--- config.mk ---
export PLATFORM = sky130hd
export DESIGN_NAME = vga_timing_gen
export DESIGN_NICKNAME = d
export VERILOG_FILES = /design/src/rtl/vga_timing_gen.sv
export SDC_FILE = /design/constraint.sdc
export NUM_CORES = 1
export LEC_CHECK = 0
export BUFFER_PORTS_ARGS = -buffer_cell sky130_fd_sc_hd__buf_4
export CAP_MARGIN = 10
export CORE_UTILIZATION = 35
export CTS_BUF_LIST = sky130_fd_sc_hd__clkbuf_16
export CTS_CLUSTER_SIZE = 28
export DETAILED_ROUTE_END_ITERATION = 10
export SYNTH_ARGS = -nofsm -noshare
export SYNTH_HDL_FRONTEND = slang
export SYNTH_SLANG_ARGS = --single-unit
--- constraint.sdc ---
create_clock -name CLOCK_50 -period 3.88 [get_ports CLOCK_50]
set_clock_uncertainty 0.1 [all_clocks]
set_input_delay 0.776 -clock CLOCK_50 [delete_from_list [all_inputs] [get_ports CLOCK_50]]
set_output_delay 0.776 -clock CLOCK_50 [all_outputs]
set_load 0.05 [all_outputs]
--- src/rtl/vga_timing_gen.sv ---
// ---------------------------------------------------------------------------
// vga_timing_gen
//
// Parametrised VGA timing generator with a built-in test-pattern mux. It
// divides CLOCK_50 down to a pixel strobe and runs horizontal and vertical
// counters. Each line and each frame is ordered sync, back porch, active,
// front porch. The generator exposes the active pixel coordinates so an
// external renderer can supply colour. It also drives an ADV7123-style DAC:
// pixel clock, syncs, blank and 8-bit RGB.
//
// Ports
//   CLOCK_50     in   system clock, all logic on its rising edge
//   RESET_N      in   asynchronous active-low reset
//   MODE[1:0]    in   0 external, 1 solid, 2 colour bars, 3 checkerboard
//   PIX_RGB[23:0] in  external pixel {R,G,B}, sampled on PIX_CE while PIX_REQ
//   PIX_REQ      out  counters are inside active video
//   PIX_X[10:0]  out  active column, 0 outside active video
//   PIX_Y[9:0]   out  active row, 0 outside active video
//   PIX_CE       out  one-cycle pixel strobe
//   FRAME_START  out  PIX_CE at h=0, v=0
//   LINE_START   out  PIX_CE at h=0
//   VGA_CLK      out  DAC pixel clock
//   VGA_HS/VS    out  sync outputs, polarity set by H_POL/V_POL
//   VGA_BLANK_N  out  high during active video
//   VGA_SYNC_N   out  tied low
//   VGA_R/G/B    out  8-bit colour channels
// ---------------------------------------------------------------------------
module vga_timing_gen #(
    parameter int          CLK_DIV   = 2,
    parameter int          H_SYNC    = 96,
    parameter int          H_BP      = 48,
    parameter int          H_ACTIVE  = 640,
    parameter int          H_FP      = 16,
    parameter int          V_SYNC    = 2,
    parameter int          V_BP      = 33,
    parameter int          V_ACTIVE  = 480,
    parameter int          V_FP      = 10,
    parameter logic        H_POL     = 1'b0,
    parameter logic        V_POL     = 1'b0,
    parameter logic [23:0] SOLID_RGB = 24'h3DD198
) (
    input  logic        CLOCK_50,
    input  logic        RESET_N,
    input  logic [1:0]  MODE,
    input  logic [23:0] PIX_RGB,
    output logic        PIX_REQ,
    output logic [10:0] PIX_X,
    output logic [9:0]  PIX_Y,
    output logic        PIX_CE,
    output logic        FRAME_START,
    output logic        LINE_START,
    output logic        VGA_CLK,
    output logic        VGA_HS,
    output logic        VGA_VS,
    output logic        VGA_BLANK_N,
    output logic        VGA_SYNC_N,
    output logic [7:0]  VGA_R,
    output logic [7:0]  VGA_G,
    output logic [7:0]  VGA_B
);

    localparam int DIV_W   = $clog2(CLK_DIV);
    localparam int H_TOTAL = H_SYNC + H_BP + H_ACTIVE + H_FP;
    localparam int V_TOTAL = V_SYNC + V_BP + V_ACTIVE + V_FP;
    // Guard against a zero bar width on very narrow test configurations.
    localparam int BAR_W   = (H_ACTIVE / 8 > 0) ? H_ACTIVE / 8 : 1;

    localparam logic [DIV_W-1:0] DIV_LAST  = DIV_W'(CLK_DIV - 1);
    localparam logic [DIV_W-1:0] DIV_HALF  = DIV_W'(CLK_DIV / 2);
    localparam logic [10:0]      H_LAST    = 11'(H_TOTAL - 1);
    localparam logic [10:0]      H_SYNC_E  = 11'(H_SYNC);
    localparam logic [10:0]      H_ACT_BEG = 11'(H_SYNC + H_BP);
    localparam logic [10:0]      H_ACT_END = 11'(H_SYNC + H_BP + H_ACTIVE);
    localparam logic [9:0]       V_LAST    = 10'(V_TOTAL - 1);
    localparam logic [9:0]       V_SYNC_E  = 10'(V_SYNC);
    localparam logic [9:0]       V_ACT_BEG = 10'(V_SYNC + V_BP);
    localparam logic [9:0]       V_ACT_END = 10'(V_SYNC + V_BP + V_ACTIVE);
    localparam logic [10:0]      BAR_W_L   = 11'(BAR_W);

    logic [DIV_W-1:0] div_cnt;
    logic [DIV_W-1:0] div_next;
    logic             pix_ce;
    logic [10:0]      h_cnt;
    logic [9:0]       v_cnt;
    logic             active;
    logic [10:0]      pix_x;
    logic [9:0]       pix_y;
    logic             line_start;
    logic             frame_start;
    logic [1:0]       mode_q;
    logic [10:0]      bar_raw;
    logic [2:0]       bar_idx;
    logic [23:0]      colour;

    assign pix_ce      = (div_cnt == DIV_LAST);
    assign div_next    = pix_ce ? '0 : div_cnt + DIV_W'(1);
    assign active      = (h_cnt >= H_ACT_BEG) && (h_cnt < H_ACT_END) &&
                         (v_cnt >= V_ACT_BEG) && (v_cnt < V_ACT_END);
    assign pix_x       = active ? (h_cnt - H_ACT_BEG) : 11'd0;
    assign pix_y       = active ? (v_cnt - V_ACT_BEG) : 10'd0;
    assign line_start  = pix_ce && (h_cnt == 11'd0);
    assign frame_start = line_start && (v_cnt == 10'd0);

    assign PIX_CE      = pix_ce;
    assign PIX_REQ     = active;
    assign PIX_X       = pix_x;
    assign PIX_Y       = pix_y;
    assign LINE_START  = line_start;
    assign FRAME_START = frame_start;
    assign VGA_SYNC_N  = 1'b0;

    // VGA_CLK is built from the next divider value, so after each edge it
    // reads "div_cnt >= CLK_DIV/2". Its rising edge therefore lands
    // mid-period, while the DAC data only moves on the strobe boundary.
    always_ff @(posedge CLOCK_50 or negedge RESET_N) begin
        if (!RESET_N) begin
            div_cnt <= '0;
            VGA_CLK <= 1'b0;
        end else begin
            div_cnt <= div_next;
            VGA_CLK <= (div_next >= DIV_HALF);
        end
    end

    // The raster counters step once per pixel strobe.
    always_ff @(posedge CLOCK_50 or negedge RESET_N) begin
        if (!RESET_N) begin
            h_cnt <= '0;
            v_cnt <= '0;
        end else if (pix_ce) begin
            if (h_cnt == H_LAST) begin
                h_cnt <= '0;
                if (v_cnt == V_LAST)
                    v_cnt <= '0;
                else
                    v_cnt <= v_cnt + 10'd1;
            end else begin
                h_cnt <= h_cnt + 11'd1;
            end
        end
    end

    // The mode is only taken at the frame origin, so a frame never mixes
    // two patterns.
    always_ff @(posedge CLOCK_50 or negedge RESET_N) begin
        if (!RESET_N)
            mode_q <= 2'd0;
        else if (frame_start)
            mode_q <= MODE;
    end

    // The last bar absorbs any remainder when H_ACTIVE is not a multiple of 8.
    always_comb begin
        colour  = 24'h000000;
        bar_raw = pix_x / BAR_W_L;
        bar_idx = (bar_raw > 11'd7) ? 3'd7 : bar_raw[2:0];
        case (mode_q)
            2'd0: colour = PIX_RGB;
            2'd1: colour = SOLID_RGB;
            2'd2: begin
                case (bar_idx)
                    3'd0:    colour = 24'hFFFFFF;
                    3'd1:    colour = 24'hFFFF00;
                    3'd2:    colour = 24'h00FFFF;
                    3'd3:    colour = 24'h00FF00;
                    3'd4:    colour = 24'hFF00FF;
                    3'd5:    colour = 24'hFF0000;
                    3'd6:    colour = 24'h0000FF;
                    default: colour = 24'h000000;
                endcase
            end
            default: colour = (pix_x[5] ^ pix_y[5]) ? 24'hFFFFFF : 24'h000000;
        endcase
    end

    // The DAC-side outputs register the current position on the strobe,
    // which gives every output the same one-pixel latency.
    always_ff @(posedge CLOCK_50 or negedge RESET_N) begin
        if (!RESET_N) begin
            VGA_HS                <= ~H_POL;
            VGA_VS                <= ~V_POL;
            VGA_BLANK_N           <= 1'b0;
            {VGA_R, VGA_G, VGA_B} <= 24'h000000;
        end else if (pix_ce) begin
            VGA_HS                <= (h_cnt < H_SYNC_E) ? H_POL : ~H_POL;
            VGA_VS                <= (v_cnt < V_SYNC_E) ? V_POL : ~V_POL;
            VGA_BLANK_N           <= active;
            {VGA_R, VGA_G, VGA_B} <= active ? colour : 24'h000000;
        end
    end

endmodule

==> summary.md <==
| Metric | Value |
|---|---|
| Worst hold path depth | `1` |
| Final wirelength | `10.1 mm` |
| Dpl cell area | `4230 um^2` |
| Critical path class | `flip-flop to primary output` |
| Syn avg cell area | `8.42 um^2` |
| Clock Sinks | `51` |
| First-pass GRT wire length | `16.3 mm` |
| Min Tclk post-route | `3670 ps` |
| Post-Synthesis Cells | `432` |
| Pre-antenna DRT Iters | `4` |
| FMAX | `273 MHz` |
| Residual DRC | `0` |
| Clk buf depth | `2` |
| Post-Layout Cell Count | `623` |
| Chip height | `104 um` |
| Total congestion overflow | `0` |
| Final Setup Violations | `0` |
| Post-synth top area share | `33.7%` |
| Yosys cell types | `63` |
| Sequential share of the synthesized area | `35.1%` |
| Min-Delay Path Class | `flip-flop to flip-flop` |
| Root buf cell | `clkbuf_16` |
| Synth area leader | `dfrtp_1` |
| Synth Net Count | `468` |
| R2R depth | `8` |
| Placed cells | `615` |
| Share of cells above drive strength 1 | `24.5%` |
| Yosys reg bits | `51` |
| Core Rows | `36` |
| Mapped Area | `3640 um^2` |
| DRT antenna net count | `0` |
| Worst rel slew slack | `26.1%` |
| Dpl ws | `344 ps` |
| Final cycle utilization of the critical path | `94.5%` |
| Vias per std cell | `5.62` |
| Pwr Density | `235 nW/um^2` |
| Die width | `104 um` |
| Gpl congestion | `0.886` |
| Post-route setup TNS | `0 ps` |
| Post-DP HPWL | `7.27 mm` |
| VDD IR max | `0.000171 V` |
| Initial antenna violation count | `0` |
| Critical Path End Type | `primary output` |
| Post-CTS setup buffer count | `0` |
| Async set-reset flop share out of synthesis | `100%` |
| Number of max-cap violations | `0` |
| Worst Path Arrival | `2790 ps` |
| Leading cell types by total area after synthesis | `dfrtp_1 34%, nor2_1 5.8%, a21oi_1 4.7%, nand2_1 3.0%, o21ai_0 2.9%` |
| CTS H-tree lvls | `2` |
| Largest net degree at the start of global routing | `52` |
| Yosys warnings | `0` |
| Hold EP | `VGA_G[3]` |
| Starting Density | `36.7%` |
| Fin. Hold Viols | `0` |
| EDFF count, synth | `0` |
| Wirelength per Cell | `16.2 um` |
| Worst-path clk slew | `70 ps` |
| Status | `complete, no violations` |
| R2r setup slk | `720 ps` |
| Final Util | `44.2%` |
| Leak Pwr | `2.02 nW` |
| Final Cell Area | `4380 um^2` |
| Ports | `82` |
| Hold_ws | `394 ps` |
| Slew at the pin closest to its max-slew limit | `1100 ps` |
| Final #Nets | `525` |
| CORE AREA | `9910 um^2` |
| Worst Path Max Fanout | `16` |
| PortBufs | `80` |
| Antenna cells | `0` |
| Drt initial violations | `255` |
| Pins Over Slew Limit | `0` |
| RSZ-0062 raised after global routing | `false` |
| Critical path required time | `3000 ps` |
| Clk Latency, worst-skew pair | `290 ps` |
| Final WS setup | `214 ps` |
| Hold_sp | `VGA_G[3]` |
| R2r startpoint | `h_cnt[4]` |
| Vias in the first global route | `3,164` |
| Most used DFF post-synth | `dfrtp_1` |
| Die ar. | `10,800 um^2` |
| Via count | `3,502` |
| CTS tree | `built` |
| Num CTS Buffers | `5` |
| Startpoint Class | `flip-flop` |
| Area Overhead vs Synth | `20.5%` |
| RR Endpoint | `VGA_B[7]` |
| GRT Util Overall | `18.3%` |
| Tot Pwr | `1.03 mW` |
## cells in the final DEF (no fill, tap or decap), types with 4 or more instances in the layout
cell | netlist | layout
buf_4 | 5 | 91
nor2_1 | 56 | 56
dfrtp_1 | 49 | 49
a21oi_1 | 34 | 34
nand2_1 | 29 | 29
o21ai_0 | 21 | 21
inv_1 | 18 | 18
nor3_1 | 15 | 14
a31oi_1 | 12 | 12
o2bb2ai_1 | 11 | 11
xnor2_1 | 11 | 11
nand3_1 | 11 | 11
xor2_1 | 9 | 9
or3_1 | 7 | 7
nor4_1 | 7 | 7
ha_1 | 8 | 7
a22oi_1 | 6 | 6
o31ai_1 | 6 | 6
nand4_1 | 6 | 6
mux2_2 | 6 | 6
and3_1 | 5 | 5
a221oi_1 | 5 | 5
clkbuf_16 | 0 | 5
a221o_1 | 4 | 4
## metal layers
metal  global-route usage, %  share of wire [%]  vias up
met5                       0                  0        -
met4                    5.41                1.7        0
met3                    2.07                5.1       17
met2                    28.9                 47      131
met1                    26.2                 46     1675
li1                        -                  -     1679
## sequential cells by signal, summed over array words and instances (netlist names)
| name | cells |
|---|---|
| VGA_B | 8 |
| VGA_BLANK_N | 1 |
| VGA_CLK | 1 |
| VGA_G | 8 |
| VGA_HS | 1 |
| VGA_R | 8 |
| VGA_VS | 1 |
| h_cnt | 11 |
| mode_q | 2 |
| v_cnt | 10 |
## Yosys cell counts, types with 4 or more instances
master,instances
mux2_2,6
o2bb2ai_1,11
or3_1,7
dfrtp_1,49
buf_6,9
buf_4,5
a221o_1,4
nor3_1,15
nand4_1,6
buf_2,5
xnor2_1,11
ha_1,8
a31oi_1,12
a21oi_1,34
xor2_1,9
a22oi_1,6
nor4_1,7
a221oi_1,5
inv_1,18
nor2_1,56
nand3_1,11
and3_1,5
nand2_1,29
clkbuf_1,18
o21ai_0,21
o31ai_1,6
## where the power goes
part	total [mW]	internal [mW]	switching, mW
Clock	0.444	0.240	0.205
Combinational	0.0483	0.0222	0.0261
Sequential	0.537	0.532	0.00450
Total	1.03	0.794	0.235
## worst max-delay path by stage
stage	slack [ps]	from	depth (start not counted)	end
6_report	210	h_cnt[4]	7	PIX_X[7]
5_1_grt	30	h_cnt[4]	7	PIX_X[7]
4_1_cts	50	v_cnt[0]	8	PIX_X[7]
3_5_place_dp	340	v_cnt[1]	8	PIX_X[7]
3_3_place_gp	480	v_cnt[0]	8	PIX_X[7]
2_1_floorplan	20	v_cnt[0]	6	PIX_Y[9]
## logic make-up after synthesis
family / Yosys count / share of synthesized area [%]
other: 1 / 0.103
adders and majority gates: 9 / 3.03
DFF: 51 / 35.1
muxes: 6 / 1.86
xor gates and xnor gates: 21 / 5.43
and+or+nand+nor: 152 / 20.0
buffers and inverters: 59 / 8.87
AOI/OAI and AO/OA: 133 / 25.5
## area by class of cell
| type | count | area, um^2 |
|---|---|---|
| clock buffers | 5 | 125 |
| clock inverters | 3 | 18.8 |
| fillers | 1015 | 5530 |
| inverters | 18 | 67.6 |
| multi-input cells | 322 | 2040 |
| flip-flops and latches | 51 | 1280 |
| well taps | 133 | 166 |
| repair buffers | 91 | 683 |
## critical path, stage by stage (launching register included)
cell	delay [ps]
dfrtp_1	560
or3_2	600
a311oi_1	420
nor3_2	130
nand2_1	260
buf_4	240
nor3_1	80
buf_4	210
## timing repair
action	in CTS	in global routing
resized for setup	0	2
setup endpoints to repair	0	10
hold buffers	0	0
Power figures use the tool's default switching activity.
